--- config.mk ---
export PLATFORM = sky130hd
export DESIGN_NAME = mem_port_arb_flat
export DESIGN_NICKNAME = d
export VERILOG_FILES = /design/src/rtl/mem_port_arb_pkg.sv /design/src/rtl/mem_port_arb_if.sv /design/src/rtl/mem_port_arb_mux2_1_16b.sv /design/src/rtl/mem_port_arb.sv /design/src/flat_wrapper.sv
export SDC_FILE = /design/constraint.sdc
export NUM_CORES = 1
export LEC_CHECK = 0
export CORE_ASPECT_RATIO = 1.25
export CORE_MARGIN = 4
export CORE_UTILIZATION = 26
export CTS_CLUSTER_DIAMETER = 40
export DETAILED_ROUTE_END_ITERATION = 10
export PLACE_DENSITY = 0.83
export SYNTH_ARGS = -nofsm -noshare
export SYNTH_HDL_FRONTEND = slang
export SYNTH_SLANG_ARGS = --single-unit
--- constraint.sdc ---
create_clock -name i_clk -period 1.7 [get_ports i_clk]
set_input_delay 0.34 -clock i_clk [delete_from_list [all_inputs] [get_ports i_clk]]
set_output_delay 0.34 -clock i_clk [all_outputs]
set_load 0.05 [all_outputs]
--- src/rtl/mem_port_arb_pkg.sv ---
// Shared definitions for the two-port memory arbiter: FSM encoding and timeout default.
package mem_port_arb_pkg;

    typedef enum logic [1:0] {
        StIdle  = 2'b00,
        StBusy0 = 2'b01,
        StBusy1 = 2'b10
    } arb_state_e;

    localparam int unsigned TmoDefault = 15;

endpackage

--- src/rtl/mem_port_arb_if.sv ---
// Bundle of the two requester ports plus the shared memory-side signals.
interface mem_port_arb_if #(
    parameter int unsigned N = 16
);

    // requester side
    logic         req0;
    logic         req1;
    logic         wr0;
    logic         wr1;
    logic [N-1:0] addr0;
    logic [N-1:0] addr1;
    logic [N-1:0] wdata0;
    logic [N-1:0] wdata1;
    logic         gnt0;
    logic         gnt1;
    logic         done0;
    logic         done1;
    logic         err0;
    logic         err1;
    logic [N-1:0] rdata;
    logic         sel;

    // memory side
    logic         mem_done;
    logic [N-1:0] mem_rdata;
    logic         mem_en;
    logic         mem_wr;
    logic [N-1:0] mem_addr;
    logic [N-1:0] mem_wdata;

    // arbiter view
    modport slave (
        input  req0, req1, wr0, wr1, addr0, addr1, wdata0, wdata1, mem_done, mem_rdata,
        output gnt0, gnt1, done0, done1, err0, err1, rdata, sel,
        output mem_en, mem_wr, mem_addr, mem_wdata
    );

    // requester / memory-model view
    modport master (
        output req0, req1, wr0, wr1, addr0, addr1, wdata0, wdata1, mem_done, mem_rdata,
        input  gnt0, gnt1, done0, done1, err0, err1, rdata, sel,
        input  mem_en, mem_wr, mem_addr, mem_wdata
    );

endinterface

--- src/rtl/mem_port_arb_mux2_1_16b.sv ---
// Plain 2:1 multiplexer, width-parameterised; i_sel=1 selects i_b.
module mux2_1_16b #(
    parameter int unsigned W = 16
) (
    input  logic [W-1:0] i_a,
    input  logic [W-1:0] i_b,
    input  logic         i_sel,
    output logic [W-1:0] o_y
);

    assign o_y = i_sel ? i_b : i_a;

endmodule

--- src/rtl/mem_port_arb.sv ---
// Two-port memory arbiter: round-robin on ties, per-transaction mem_done timeout.
module mem_port_arb
    import mem_port_arb_pkg::*;
#(
    parameter int unsigned N   = 16,
    parameter int unsigned TMO = TmoDefault
) (
    input  logic            i_clk,
    input  logic            i_rst_n,
    mem_port_arb_if.slave   bus
);

    localparam logic [7:0] TmoCnt = 8'(TMO);

    arb_state_e r_state_q;
    arb_state_e w_state_d;
    logic       r_last_q;   // port granted most recently; reset to 1 so port 0 wins first tie
    logic       w_last_d;
    logic [7:0] r_cnt_q;
    logic [7:0] w_cnt_d;
    logic       w_done0;
    logic       w_done1;
    logic       w_err0;
    logic       w_err1;
    logic       w_sel;

    // State, last-grant and timeout registers
    always_ff @(posedge i_clk or negedge i_rst_n) begin
        if (!i_rst_n) begin
            r_state_q <= StIdle;
            r_last_q  <= 1'b1;
            r_cnt_q   <= 8'd0;
        end else begin
            r_state_q <= w_state_d;
            r_last_q  <= w_last_d;
            r_cnt_q   <= w_cnt_d;
        end
    end

    // Next-state, completion and timeout decode
    always_comb begin
        w_state_d = r_state_q;
        w_last_d  = r_last_q;
        w_cnt_d   = r_cnt_q;
        w_done0   = 1'b0;
        w_done1   = 1'b0;
        w_err0    = 1'b0;
        w_err1    = 1'b0;
        unique case (r_state_q)
            StIdle: begin
                // mem_done is ignored here
                if (bus.req0 && (!bus.req1 || r_last_q)) begin
                    w_state_d = StBusy0;
                    w_last_d  = 1'b0;
                    w_cnt_d   = 8'd0;
                end else if (bus.req1) begin
                    w_state_d = StBusy1;
                    w_last_d  = 1'b1;
                    w_cnt_d   = 8'd0;
                end
            end
            StBusy0: begin
                // completion takes priority over a coincident timeout
                if (bus.mem_done) begin
                    w_done0   = 1'b1;
                    w_state_d = StIdle;
                end else if (r_cnt_q == TmoCnt) begin
                    w_err0    = 1'b1;
                    w_state_d = StIdle;
                end else begin
                    w_cnt_d = r_cnt_q + 8'd1;
                end
            end
            StBusy1: begin
                if (bus.mem_done) begin
                    w_done1   = 1'b1;
                    w_state_d = StIdle;
                end else if (r_cnt_q == TmoCnt) begin
                    w_err1    = 1'b1;
                    w_state_d = StIdle;
                end else begin
                    w_cnt_d = r_cnt_q + 8'd1;
                end
            end
            default: begin
                w_state_d = StIdle;
            end
        endcase
    end

    assign w_sel     = (r_state_q == StBusy1);
    assign bus.gnt0  = (r_state_q == StBusy0);
    assign bus.gnt1  = (r_state_q == StBusy1);
    assign bus.mem_en = (r_state_q == StBusy0) || (r_state_q == StBusy1);
    assign bus.sel   = w_sel;
    assign bus.done0 = w_done0;
    assign bus.done1 = w_done1;
    assign bus.err0  = w_err0;
    assign bus.err1  = w_err1;
    assign bus.rdata = bus.mem_rdata;

    mux2_1_16b #(.W(N)) u_mux_addr (
        .i_a   (bus.addr0),
        .i_b   (bus.addr1),
        .i_sel (w_sel),
        .o_y   (bus.mem_addr)
    );

    mux2_1_16b #(.W(N)) u_mux_wdata (
        .i_a   (bus.wdata0),
        .i_b   (bus.wdata1),
        .i_sel (w_sel),
        .o_y   (bus.mem_wdata)
    );

    mux2_1_16b #(.W(1)) u_mux_wr (
        .i_a   (bus.wr0),
        .i_b   (bus.wr1),
        .i_sel (w_sel),
        .o_y   (bus.mem_wr)
    );

endmodule

--- src/flat_wrapper.sv ---
// flat-port wrapper written by rule: the top's interface ports become plain ports
module mem_port_arb_flat import mem_port_arb_pkg::*;
#(
    parameter int unsigned N   = 16,
    parameter int unsigned TMO = TmoDefault
)
  (i_clk, i_rst_n, bus_req0, bus_req1, bus_wr0, bus_wr1, bus_addr0, bus_addr1, bus_wdata0, bus_wdata1, bus_mem_done, bus_mem_rdata, bus_gnt0, bus_gnt1, bus_done0, bus_done1, bus_err0, bus_err1, bus_rdata, bus_sel, bus_mem_en, bus_mem_wr, bus_mem_addr, bus_mem_wdata);
  mem_port_arb_if #(.N(N)) bus_i ();
  input  logic i_clk;
  input  logic i_rst_n;
  input wire logic [$bits(bus_i.req0)-1:0] bus_req0;
  input wire logic [$bits(bus_i.req1)-1:0] bus_req1;
  input wire logic [$bits(bus_i.wr0)-1:0] bus_wr0;
  input wire logic [$bits(bus_i.wr1)-1:0] bus_wr1;
  input wire logic [$bits(bus_i.addr0)-1:0] bus_addr0;
  input wire logic [$bits(bus_i.addr1)-1:0] bus_addr1;
  input wire logic [$bits(bus_i.wdata0)-1:0] bus_wdata0;
  input wire logic [$bits(bus_i.wdata1)-1:0] bus_wdata1;
  input wire logic [$bits(bus_i.mem_done)-1:0] bus_mem_done;
  input wire logic [$bits(bus_i.mem_rdata)-1:0] bus_mem_rdata;
  output wire logic [$bits(bus_i.gnt0)-1:0] bus_gnt0;
  output wire logic [$bits(bus_i.gnt1)-1:0] bus_gnt1;
  output wire logic [$bits(bus_i.done0)-1:0] bus_done0;
  output wire logic [$bits(bus_i.done1)-1:0] bus_done1;
  output wire logic [$bits(bus_i.err0)-1:0] bus_err0;
  output wire logic [$bits(bus_i.err1)-1:0] bus_err1;
  output wire logic [$bits(bus_i.rdata)-1:0] bus_rdata;
  output wire logic [$bits(bus_i.sel)-1:0] bus_sel;
  output wire logic [$bits(bus_i.mem_en)-1:0] bus_mem_en;
  output wire logic [$bits(bus_i.mem_wr)-1:0] bus_mem_wr;
  output wire logic [$bits(bus_i.mem_addr)-1:0] bus_mem_addr;
  output wire logic [$bits(bus_i.mem_wdata)-1:0] bus_mem_wdata;
  assign bus_i.req0 = bus_req0;
  assign bus_i.req1 = bus_req1;
  assign bus_i.wr0 = bus_wr0;
  assign bus_i.wr1 = bus_wr1;
  assign bus_i.addr0 = bus_addr0;
  assign bus_i.addr1 = bus_addr1;
  assign bus_i.wdata0 = bus_wdata0;
  assign bus_i.wdata1 = bus_wdata1;
  assign bus_i.mem_done = bus_mem_done;
  assign bus_i.mem_rdata = bus_mem_rdata;
  assign bus_gnt0 = bus_i.gnt0;
  assign bus_gnt1 = bus_i.gnt1;
  assign bus_done0 = bus_i.done0;
  assign bus_done1 = bus_i.done1;
  assign bus_err0 = bus_i.err0;
  assign bus_err1 = bus_i.err1;
  assign bus_rdata = bus_i.rdata;
  assign bus_sel = bus_i.sel;
  assign bus_mem_en = bus_i.mem_en;
  assign bus_mem_wr = bus_i.mem_wr;
  assign bus_mem_addr = bus_i.mem_addr;
  assign bus_mem_wdata = bus_i.mem_wdata;
  mem_port_arb #(.N(N), .TMO(TMO)) u_core (.i_clk(i_clk), .i_rst_n(i_rst_n), .bus(bus_i));
endmodule
==> results of run 1 <==
[sequential cells by signal, indices dropped and copies added, names as in the netlist]
name              flops
u_core.r_cnt_q        8
u_core.r_last_q       1
u_core.r_state_q      2
[power groups by stage]
stage | combinational (mW) | sequential (mW) | clock, mW
final | 4.52 | 0.452 | 0.285
after global routing | 4.72 | 0.460 | 0.298
after CTS | 4.15 | 0.454 | 0.283
after floorplan | 2.37 | 0.460 | 0
after detailed placement | 3.57 | 0.459 | 0
after global placement | 3.51 | 0.453 | 0
[cell usage in the layout (no fill, tap or decap), types with 2 or more instances in the layout]
master and instances:
nand2_4 2, o21ai_1 4, a22o_1 3, o311ai_4 2, ha_4 3, buf_12 22
clkdlybuf4s50_1 70, o21ai_2 3, and2_4 2, buf_6 17, nand3b_1 2, a21oi_1 2
clkbuf_8 3, mux2_4 33, nand3_1 3, nor3b_4 2, and3_2 2, dfrtp_1 9
buf_4 24, nand2_1 6, buf_8 13, or2b_1 2, nand2b_1 4, o21ai_0 3
and3_4 2
[layout make-up]
cell class	instances	area share
clock buffer	4	0.01365
sequential	11	0.08415
timing repair buffer	148	0.5334
multi-input combinational	96	0.3431
tap	60	0.02274
inverter	2	0.003033
[metrics by stage]
stage	hold WS [ps]	std cells
after floorplan	44.41	132
after global placement	512.4	300
after detailed placement	523.0	300
after CTS	460.1	314
after global routing	492.1	321
final	444.8	321
[path summary, 6_finish.rpt]
check	endpoint	slack, ps	cells past startpoint
worst max-delay path	bus_mem_wdata[9]	-270	5
worst min-delay path	u_core.r_state_q[1]$_DFFE_PN0P_	440	1
worst max register to register	u_core.r_state_q[0]$_DFFE_PN0P_	-140	11
worst min register to register	u_core.r_last_q$_DFFE_PN1P_	530	2
max in group asynchronous	u_core.r_cnt_q[7]$_DFFE_PN0P_	860	1
min in group i_clk	u_core.r_last_q$_DFFE_PN1P_	530	2
[routing by layer]
layer / GRT usage / part of all wire / routed length (µm)
met5: 0 / 0 / 0
met4: 0.07521 / 0.033 / 207
met3: 0.08037 / 0.13 / 847
met2: 0.3746 / 0.53 / 3374
met1: 0.1604 / 0.30 / 1904
[cell families (layout without fill, tap and decap cells)]
family / count (synthesis) / count (layout)
adders and majority gates: 5 / 5
AOI/OAI and AO/OA: 24 / 24
DFF: 11 / 11
and+or+nand+nor: 34 / 34
buffers and inverters: 25 / 154
muxes: 33 / 33
[what timing repair did]
item | 4_1_cts | 5_1_grt
endpoints found under the setup margin | 41 | 47
hold buffers | 0 | 0
gates cloned | 1 | 1
resized for setup | 62 | 24
buffers inserted | 9 | 8
pin swaps | 8 | 10
==> flow_summary_export.csv, run 1 <==
group,metric,value,unit
placed_design,placed_area,2794,µm²
layout,seq_area,277.8,µm²
detailed_routing,wl_per_cell,19.73,µm
sta,hold_viol_final,0,
worst_setup_path,crit_chain,"buf_6 > ha_4 > clkbuf_16 > mux2_4 > buf_12",
power,vdd_drop_max,1228,µV
sta,slew_headroom,0.6313,
logic_synthesis,synth_top_family_by_area,"multiplexers",
logic_synthesis,synthMuxAreaShare,0.2797,
die,num_rows,28,
worst_setup_path,start_kind,"flop",
sta,setup_violations,47,
sta,fmax,508.0,MHz
layout,final_nets,354,
placed_design,post-place-ws,-161.3,ps
logic_synthesis,synth_area_leaders,"mux2_2 (28%), dfrtp_1 (19%), buf_4 (9.6%)",
placed_design,port_buffers,111,
cts,cts_max_path_buffers,2,
detailed_routing,vias,1607,
detailed_routing,drtAntennaViolNets,0,
cts,clock_latency,250,ps
cts,tritoncts,"done",
cts,numCtsBuffers,3,
global_route,antenna_found_initial,0,
detailed_routing,drcViolationCount,0,
worst_setup_path,path_max_fanout,8,
placed_design,gp_congestion,0.8065,
global_route,grtUsageTotal,0.1880,
worst_setup_path,end_kind,"output port",
power,switchingPower,2.389,mW
sta,rsz0062_at_grt,"yes",
layout,antenna_cells,0,
logic_synthesis,synth.most_common_cell,"mux2_2",
status,violations,"setup timing",
cts,clkTransAtPathRegs,50,ps
power,combPwrFrac,0.860,
sta,tns,-9940,ps
worst_setup_path,crit_required,1360,ps
sta,finClkSkew,2.486,ps
global_route,grt_overflow,0,
detailed_routing,wl,6.333,mm
sta,setup_ws,-268.6,ps
placed_design,dp_hpwl,4.482,mm
power,p_clk_frac,0.054,
power,intPower,2.871,mW
flow_run,drv_cap,0,
die,die_y,87.93,µm
logic_synthesis,syn_inst,132,
die,die-area,6325,µm²
logic_synthesis,synthSimpleGateAreaFrac,0.1770,
sta,worstMarginPinSlew,551.4,ps
cts,clkSinkCount,11,
logic_synthesis,synth_top_area_frac,0.2797,
logic_synthesis,synth-main-ff-cell,"dfrtp_1",
detailed_routing,drt_iter0_drc,35,
layout,multi_input_area,1132,µm²
worst_setup_path,critPathArrivalTime,1630,ps
power,sw_frac_of_total,0.4542,
power,powerDensity,1594,nW/µm²
layout,area.growth.synth_to_final,148.4,%
logic_synthesis,yosys-top-cells-count,"mux2_2 (33), buf_4 (17), dfrtp_1 (10), o21ai_0 (10), nand2_1 (8)",
sta,maxSlewViolCount,0,
global_route,grt_first_pass_wirelength,8.838,mm
logic_synthesis,yosysSeqAreaShare,0.2081,
die,ios,144,
detailed_routing,viasPerCell,5.006,
logic_synthesis,synth_warnings,0,
worst_setup_path,cp.buffers_inverters,3,
layout,final_util,0.6827,
logic_synthesis,avgSynthCellArea,10.07,µm²
die,core,4835,µm²
die,start_util,0.2748,
power,total_power,5.260,mW
logic_synthesis,synth_compound_area_frac,0.1544,
logic_synthesis,synth_edf_count,0,
worst_setup_path,cp_slowest_cell,"dfrtp_1",
worst_setup_path,critical-path-max-stage-delay,400,ps
logic_synthesis,synthXorXnorAreaFrac,0,
logic_synthesis,synth_area_leader_cell,"mux2_2",
cts,cts_max_level,1,
logic_synthesis,synth_area,1329,µm²
layout,fin_area,3301,µm²
worst_setup_path,cpLargestDelayFamily,"buffers and inverters",
logic_synthesis,synthAdderAreaFrac,0.04708,
detailed_routing,first_pass_iters,4,
worst_hold_path,hold_class,"input pin to asynchronous set/reset pin",
logic_synthesis,ys_types,32,
layout,layout-drive-gt1-share,0.5709,
sta,post-route-period-util,1.158,
logic_synthesis,syn_nets,224,
status,status,"finished with violations",
global_route,grt_pass1_vias,1621,
sta,period_minus_slack,1969,ps
cts,cts_root_buffer,"clkbuf_8",
power,p_leak,1.465,nW
worst_setup_path,critPathKind,"flop to output port",
worst_setup_path,startpoint,"u_core.r_state_q[1]$_DFFE_PN0P_",
power,seqPwrFrac,0.086,
layout,fill_cells,320,
global_route,grt_max_degree,17,
logic_synthesis,synth_seq_cells,11,
die,die_x,71.94,µm
worst_setup_path,r2r-start,"u_core.r_state_q[1]$_DFFE_PN0P_",
logic_synthesis,synth-async-reset-ratio,1.000,
Note: power is estimated with default switching activity, not from simulation.
==> run 2: changes to the inputs <==
- CORE_ASPECT_RATIO: 1.25 -> default
==> run 2 against run 1 <==
  * The flow still finishes with violations (setup timing)
  * Sequential power rose by 3%
  * Setup slack improved by 6.6 ps
  * Sequential cell count did not move
  * Fmax rose by 0.33%
  * Largest power group unchanged
  * Highest routed layer unchanged
==> flow_summary_export.csv, run 2 (synthesis gave the netlist of run 1 again) <==
group,metric,value,unit
sta,period_minus_slack,1962,ps
layout,final_util,0.6237,
sta,hold_viol_final,0,
power,vdd_drop_max,1490,µV
sta,worstMarginPinSlew,520.5,ps
placed_design,dp_hpwl,4.339,mm
global_route,grt_max_degree,18,
worst_setup_path,startpoint,"u_core.r_state_q[0]$_DFFE_PN0P_",
die,start_util,0.2741,
sta,fmax,509.7,MHz
global_route,grt_busiest_layer,"met2",
power,sw_frac_of_total,0.4689,
detailed_routing,viasPerCell,4.738,
worst_setup_path,r2r-start,"u_core.r_state_q[0]$_DFFE_PN0P_",
layout,largest_reg_flops,8,
worst_setup_path,crit_required,1360,ps
power,combPwrFrac,0.847,
cts,cts_root_buffer,"clkbuf_8",
layout,max_flop_register,"u_core.r_cnt_q",
detailed_routing,wl,5.881,mm
die,die_y,79.49,µm
global_route,grtUsageTotal,0.1629,
cts,clock_latency,240,ps
worst_hold_path,hold_class,"input pin to asynchronous set/reset pin",
status,violations,"setup timing",
power,seqPwrFrac,0.097,
sta,rsz0062_at_grt,"yes",
power,p_clk_frac,0.056,
layout,fin_area,3024,µm²
die,die-area,6319,µm²
placed_design,port_buffers,111,
power,intPower,2.541,mW
cts,tritoncts,"done",
flow_run,drv_cap,0,
power,p_leak,1.319,nW
sta,finClkSkew,5.145,ps
die,core,4848,µm²
detailed_routing,drtAntennaViolNets,0,
global_route,met1_usage,0.1767,
cts,clkTransAtPathRegs,50,ps
global_route,grtUsageMet2,0.3022,
worst_setup_path,critPathArrivalTime,1620,ps
layout,antenna_cells,0,
sta,setup_ws,-262.1,ps
placed_design,placed_area,2685,µm²
global_route,antenna_found_initial,0,
global_route,grt_overflow,0,
detailed_routing,wl_per_cell,18.38,µm
worst_setup_path,end_kind,"output port",
detailed_routing,vias,1516,
global_route,grt_pass1_vias,1532,
cts,cts_max_path_buffers,2,
layout,layout-drive-gt1-share,0.5336,
detailed_routing,drt_iter0_drc,16,
global_route,met3_usage,0.04515,
power,powerDensity,1582,nW/µm²
placed_design,gp_congestion,0.7373,
layout,reg_top3,"u_core.r_cnt_q: 8 flops, u_core.r_state_q: 2 flops, u_core.r_last_q: 1 flops",
sta,slew_headroom,0.6519,
global_route,grt_first_pass_wirelength,7.983,mm
layout,area.growth.synth_to_final,127.6,%
sta,setup_violations,40,
cts,postCtsHoldBufs,0,
cts,cts_max_level,1,
worst_setup_path,critPathKind,"flop to output port",
layout,layout_common_cells,"clkdlybuf4s50_1 (70), buf_6 (35), mux2_4 (22)",
sta,maxSlewViolCount,0,
status,status,"finished with violations",
cts,clkSinkCount,11,
die,ios,144,
power,switchingPower,2.244,mW
die,num_rows,25,
cts,numCtsBuffers,3,
die,die_x,79.49,µm
worst_setup_path,path_max_fanout,9,
layout,final_common_cell,"clkdlybuf4s50_1",
sta,post-route-period-util,1.154,
placed_design,post-place-ws,-151.4,ps
worst_setup_path,start_kind,"flop",
detailed_routing,drcViolationCount,0,
detailed_routing,first_pass_iters,4,
layout,final_nets,346,
==> run 2: path summary, 6_finish.rpt <==
check	depth (start not counted)	to	slack, ps
hold reg to reg	2	u_core.r_last_q$_DFFE_PN1P_	530
min in group i_clk	2	u_core.r_last_q$_DFFE_PN1P_	530
setup reg to reg	7	u_core.r_cnt_q[2]$_DFFE_PN0P_	0
max in group asynchronous	1	u_core.r_last_q$_DFFE_PN1P_	900
hold / removal	1	u_core.r_cnt_q[6]$_DFFE_PN0P_	440
setup / recovery	5	bus_mem_addr[12]	-260
==> run 2: stage by stage <==
| stage | total power, mW | instances | hold WS [ps] | TNS [ps] |
|---|---|---|---|---|
| after global routing | 5.002 | 320 | 493.3 | -10350 |
| after floorplan | 2.826 | 132 | 44.41 | -4728 |
| after detailed placement | 3.868 | 308 | 521.1 | -1745 |
| final | 4.785 | 320 | 444.4 | -8166 |
| after global placement | 3.807 | 308 | 514.4 | -768.7 |
| after CTS | 4.549 | 317 | 459.9 | -7273 |
==> run 2: what timing repair did <==
item / CTS / global route
resized for setup: 45 / 12
endpoints found under the setup margin: 46 / 49
pin swaps: 6 / 3
cloned: 1 / 1
buffers inserted: 4 / 4
==> run 2: worst max-delay path: stages (launching register included) <==
cell and delay (ps):
dfrtp_1 390, inv_2 90, ha_4 220, buf_12 150
mux2_2 360, buf_6 160
==> run 2: cell type report <==
| class | count | area (µm²) |
|---|---|---|
| Clock buffer | 4 | 45.04 |
| Fill cell | 378 | 1824 |
| Inverter | 2 | 10.01 |
| Multi-Input combinational cell | 96 | 1056 |
| Sequential cell | 11 | 276.5 |
| Tap cell | 67 | 83.83 |
| Timing Repair Buffer | 140 | 1553 |
==> run 2: power by group through the flow <==
| stage | clock network, mW | logic, mW | registers (mW) |
|---|---|---|---|
| 3_5_place_dp | 0 | 3.40 | 0.466 |
| 6_report | 0.268 | 4.05 | 0.464 |
| 5_1_grt | 0.279 | 4.25 | 0.475 |
| 3_3_place_gp | 0 | 3.35 | 0.461 |
| 2_1_floorplan | 0 | 2.37 | 0.460 |
| 4_1_cts | 0.268 | 3.82 | 0.461 |
==> run 2: routing by layer <==
metal | vias to the layer above | wire length, µm
li1 | 710 | -
met1 | 726 | 1987
met2 | 68 | 3300
met3 | 12 | 490
met4 | 0 | 103
met5 | - | 0
